**src/rtl/vfp_exception_stage.sv**
```systemverilog
// Registered multi-lane exception/result select for the vector FP adder.
// Ports: in_valid/in_ready -> out_valid/out_ready handshake, per-lane operand
// and flag inputs, out_data {valid,mask,value} per lane (lane 0 in LSBs),
// sticky flags {OF,DN,ZC}, saturating of_count, clr_flags.
module vfp_exception_stage #(
  parameter int EXP_W    = 8,
  parameter int MAN_W    = 23,
  parameter int LANES    = 4,
  parameter int INF_MODE = 0,
  parameter int CNT_W    = 16
) (
  input  logic                             clk,
  input  logic                             rst,
  input  logic                             in_valid,
  output logic                             in_ready,
  input  logic [LANES-1:0]                 lane_valid,
  input  logic [LANES-1:0]                 lane_mask,
  input  logic [LANES-1:0]                 sa,
  input  logic [LANES*EXP_W-1:0]           ea,
  input  logic [LANES*(MAN_W+1)-1:0]       ma,
  input  logic [LANES*(EXP_W+MAN_W)-1:0]   result,
  input  logic [LANES-1:0]                 den_flag,
  input  logic [LANES-1:0]                 dend_flag,
  input  logic [LANES*3-1:0]               inf_flag,
  input  logic [LANES-1:0]                 equals,
  input  logic [LANES-1:0]                 op_sign,
  output logic                             out_valid,
  input  logic                             out_ready,
  output logic [LANES*(EXP_W+MAN_W+3)-1:0] out_data,
  output logic [2:0]                       flags,
  output logic [CNT_W-1:0]                 of_count,
  input  logic                             clr_flags
);

  localparam int W  = 1 + EXP_W + MAN_W;
  localparam int LW = W + 2;

  logic              r_valid;
  logic [LANES*LW-1:0] r_data;
  logic [2:0]        r_flags;
  logic [CNT_W-1:0]  r_cnt;

  logic              w_load;
  logic [LANES-1:0]  w_inf;
  logic [LANES-1:0]  w_q;
  logic [LANES-1:0]  w_of;
  logic [LANES-1:0]  w_dn;
  logic [LANES-1:0]  w_zc;
  logic [LANES*LW-1:0] w_next;
  logic [CNT_W:0]    w_ofn;
  logic [CNT_W:0]    w_sum;
  logic [CNT_W-1:0]  w_cbase;
  logic [CNT_W-1:0]  w_cnt_nx;
  logic [2:0]        w_fbase;
  logic [2:0]        w_ev;

  assign in_ready  = ~r_valid | out_ready;
  assign w_load    = in_valid & in_ready;
  assign out_valid = r_valid;
  assign out_data  = r_data;
  assign flags     = r_flags;
  assign of_count  = r_cnt;

  assign w_q = lane_valid & lane_mask;

  for (genvar g = 0; g < LANES; g++) begin : g_inf
    assign w_inf[g] = |inf_flag[3*g +: 3];
  end

  // Priority select per lane; events only for written, valid lanes.
  always_comb begin
    w_next = '0;
    w_of   = '0;
    w_dn   = '0;
    w_zc   = '0;
    for (int l = 0; l < LANES; l++) begin
      if (den_flag[l] & ~dend_flag[l]) begin
        w_next[l*LW +: LW] = {lane_valid[l], lane_mask[l], sa[l],
                              ea[l*EXP_W +: EXP_W],
                              ma[l*(MAN_W+1) +: MAN_W]};
        w_dn[l] = w_q[l];
      end else if (w_inf[l]) begin
        // Legacy mode suppresses the write instead of encoding infinity.
        if (INF_MODE == 0)
          w_next[l*LW +: LW] = {1'b1, 1'b0, {W{1'b0}}};
        else
          w_next[l*LW +: LW] = {1'b1, lane_mask[l], sa[l],
                                {EXP_W{1'b1}}, {MAN_W{1'b0}}};
        w_of[l] = w_q[l];
      end else if (equals[l] & ~op_sign[l]) begin
        w_next[l*LW +: LW] = {lane_valid[l], lane_mask[l], {W{1'b0}}};
        w_zc[l] = w_q[l];
      end else begin
        w_next[l*LW +: LW] = {lane_valid[l], lane_mask[l], sa[l],
                              result[l*(W-1) +: W-1]};
      end
    end
  end

  always_comb begin
    w_ofn = '0;
    for (int l = 0; l < LANES; l++)
      w_ofn = w_ofn + (CNT_W+1)'(w_of[l]);
  end

  // Clear-then-accumulate so a clear never loses same-cycle events.
  assign w_fbase  = clr_flags ? 3'b000 : r_flags;
  assign w_cbase  = clr_flags ? '0 : r_cnt;
  assign w_sum    = {1'b0, w_cbase} + w_ofn;
  assign w_cnt_nx = w_sum[CNT_W] ? {CNT_W{1'b1}} : w_sum[CNT_W-1:0];
  assign w_ev     = {|w_of, |w_dn, |w_zc};

  always_ff @(posedge clk or posedge rst) begin
    if (rst) begin
      r_valid <= 1'b0;
      r_data  <= '0;
      r_flags <= 3'b000;
      r_cnt   <= '0;
    end else begin
      if (w_load) begin
        r_data  <= w_next;
        r_valid <= 1'b1;
      end else if (out_ready) begin
        r_valid <= 1'b0;
      end
      if (w_load) begin
        r_flags <= w_fbase | w_ev;
        r_cnt   <= w_cnt_nx;
      end else if (clr_flags) begin
        r_flags <= 3'b000;
        r_cnt   <= '0;
      end
    end
  end

endmodule

```
**config.mk**
```make
export PLATFORM = sky130hd
export DESIGN_NAME = vfp_exception_stage
export DESIGN_NICKNAME = d
export VERILOG_FILES = /design/src/rtl/vfp_exception_stage.sv
export SDC_FILE = /design/constraint.sdc
export NUM_CORES = 1
export LEC_CHECK = 0
export CORE_AREA = 2 2 174 176
export CTS_BUF_LIST = sky130_fd_sc_hd__clkbuf_2
export DETAILED_ROUTE_END_ITERATION = 10
export DIE_AREA = 0 0 176 178
export REMOVE_ABC_BUFFERS = 1
export SYNTH_ARGS = -nofsm -noshare
export SYNTH_HDL_FRONTEND = slang
export SYNTH_SLANG_ARGS = --single-unit
```
**constraint.sdc**
```tcl
create_clock -name clk -period 16.7 [get_ports clk]
set_input_delay 5.01 -clock clk [delete_from_list [all_inputs] [get_ports clk]]
set_output_delay 5.01 -clock clk [all_outputs]
set_load 0.01 [all_outputs]
```
==> metrics <==
status finished clean; maximum VDD drop 0.0325 mV; wire length per cell 18.4 µm; required time of the critical path 11.69 ns; Detailed Route WL 30500 µm; GRT Util Overall 19.0%; FILL cells 2898; Setup TNS 0 ns; GP Congestion 0.793; total grt overflow 0; Comb pwr share 29.8%; post-synth top area share 51.1%; min Tclk post-route 11.32 ns; Area growth syn-to-layout 66.5%; CP Buf/Inv Count 3; Net Sw Frac 32.4%; Root Driver clkbuf_2; Netlist cell types 47; core region area 29400 µm²; Net Switching 308 µW; Die Ht 178 µm; Pre-antenna DRT Iters 5; Fin Hold WS 0.508 ns; Clock power frac 23.9%; Flop pwr share 46.2%; Setup crit end kind output pin; Worst Hold Class register to register; clock tree buffer depth 2; largest net degree at the start of global routing 107; flops & latches, synth 156; setup bufs post-CTS 0; most frequent cells after synthesis dfrtp_1 (156), nand2_1 (156), o21ai_1 (73), nor2_1 (72), nand3_1 (71); crit path launch type input pin; H-tree lvl count 4; DRC viols 0; share of the clock period used by the worst path 67.8%; max-cap violation count 0; register area share after synthesis 51.1%; CTS tree done; # rows 63; Nets 1559; vias in the first global route 7606; yosys warns 0; fmax 0.0883 GHz; post-route ant nets 0; Power Dens Cells 74.8 nW/µm²; CTS Buf Count 17; max-slew violation count 0; HPWL Detailed 22700 µm; Internal Power 643 µW; Clk Latency, worst-skew pair 0.74 ns; layout cell share with drive strength beyond 1 4.72%; first-pass GRT wire length 45500 µm; 1st-iter DRT viols 324; ys async rst share 100%; maximum fanout along the worst path 9; worst path cell trace clkdlybuf4s50_1, nor2b_4, inv_2, clkdlybuf4s50_1; Clock transition at path regs 0.24 ns; IO Pins 454; CP Data Arrival Time 6.31 ns; Crit-path slowest cell clkdlybuf4s50_1; via count 7739; hold_buf cts 0; slew margin rel. 30.9%; Top Family by Delay on Critical Path buffers and inverters; critical path type input pin to output pin; biggest area consumer among synthesized cells dfrtp_1; Mapped Cells 838; Setup Skew 0.0377 ns; # port buffers 449; Synth Flop Type dfrtp_1; most frequent CP cell clkdlybuf4s50_1; Final setup violation count 0; Fin. Hold Viols 0; Post-Syn Area 7640 µm²; synth top area cells dfrtp_1 (51%), mux2i_1 (8.3%), nand2_1 (7.7%), a31oi_1 (5.2%), o21ai_1 (4.8%); Synth Area per Inst 9.12 µm²; Initial Util 26.0%; initial antenna violation count 1; vias per inst 4.66; Worst Tran Pin Value 1.04 ns; Die Footprint 31300 µm²; RSZ-0062 raised after global routing false; clk sinks 156; PostCTS Resize Cnt 0; Lkg Pwr 0.00508 µW; slowest cell delay on critical path 0.57 ns; EDFF count, synth 0; Die Wd 176 µm
==> cells by family (layout without fill, tap and decap cells) <==
logic type,count (synthesis),after routing,synth area share (%)
and+or+nand+nor,362,362,21.4
AOI/OAI and AO/OA,172,172,13.2
DFF,156,156,51.1
buffers and inverters,76,508,4.49
muxes,63,63,8.26
adders and majority gates,5,5,1.11
xor gates and xnor gates,4,4,0.459
other,0,1,0
==> power by group through the flow <==
stage	clock network (µW)	registers [µW]	logic [µW]
after floorplan	0	466	77.5
after global placement	0	445	285
after detailed placement	0	447	287
after CTS	240	440	288
after global routing	255	446	306
final	228	440	284
==> cells in the final DEF (no fill, tap or decap), types with 13 or more instances in the layout <==
| cell | instances |
|---|---|
| a31oi_1 | 64 |
| buf_4 | 13 |
| clkbuf_2 | 18 |
| clkdlybuf4s50_1 | 449 |
| dfrtp_1 | 156 |
| mux2i_1 | 63 |
| nand2_1 | 155 |
| nand3_1 | 71 |
| nor2_1 | 72 |
| o21ai_1 | 71 |
==> area by class of cell <==
type	count	area, µm²	share of cell area (%)
Antenna cell	1	2.50	0.0197
Clock buffer	18	90.1	0.708
Clock inverter	14	151	1.19
Inverter	14	57.6	0.453
Multi-Input combinational cell	606	3430	27.0
Sequential cell	156	3900	30.7
Tap cell	390	488	3.84
Timing Repair Buffer	462	4590	36.1
==> path summary, 6_finish.rpt <==
check	start	endpoint	slack, ns	depth (start not counted)
worst max-delay path	out_ready	in_ready	5.38	4
worst min-delay path	out_data[33]	out_data[33]	0.51	2
worst max register to register	out_valid	out_data[56]	14.16	5
worst min register to register	out_data[33]	out_data[33]	0.51	2
max in group asynchronous	rst	out_data[49]	10.46	3
min in group asynchronous	rst	out_data[68]	4.76	2
==> layer usage <==
metal  track usage [%]  share of wire, %  wire length [µm]
met5                 0                 0                 0
met4              5.10               2.0               625
met3              5.16               7.3              2240
met2              32.0                48             14700
met1              24.0                42             12900
==> worst reg2reg max path, stage by stage, from the launching register on <==
cell,delay (ns)
dfrtp_1,0.45
nor2b_4,0.15
nor2_4,0.62
buf_4,0.91
nor2_1,0.15
a31oi_1,0.19
==> state kept, by name, indices dropped and copies added, names as in the netlist <==
| signal | cells |
|---|---|
| out_data | 136 |
| of_count | 16 |
| flags | 3 |
| out_valid | 1 |
==> stage by stage <==
step / instance area [µm²] / std cells / util, % / worst slack (ns) / power [µW]
6_report: 12700 / 1661 / 43.3 / 5.38 / 951
3_5_place_dp: 12500 / 1628 / 42.4 / 5.38 / 734
2_1_floorplan: 7350 / 776 / - / 6.44 / 543
5_1_grt: 12700 / 1661 / 43.3 / 5.32 / 1010
4_1_cts: 12700 / 1660 / 43.2 / 5.37 / 968
3_3_place_gp: 12500 / 1628 / 42.4 / 5.37 / 730
No activity file was read; power rests on OpenSTA's default activity.
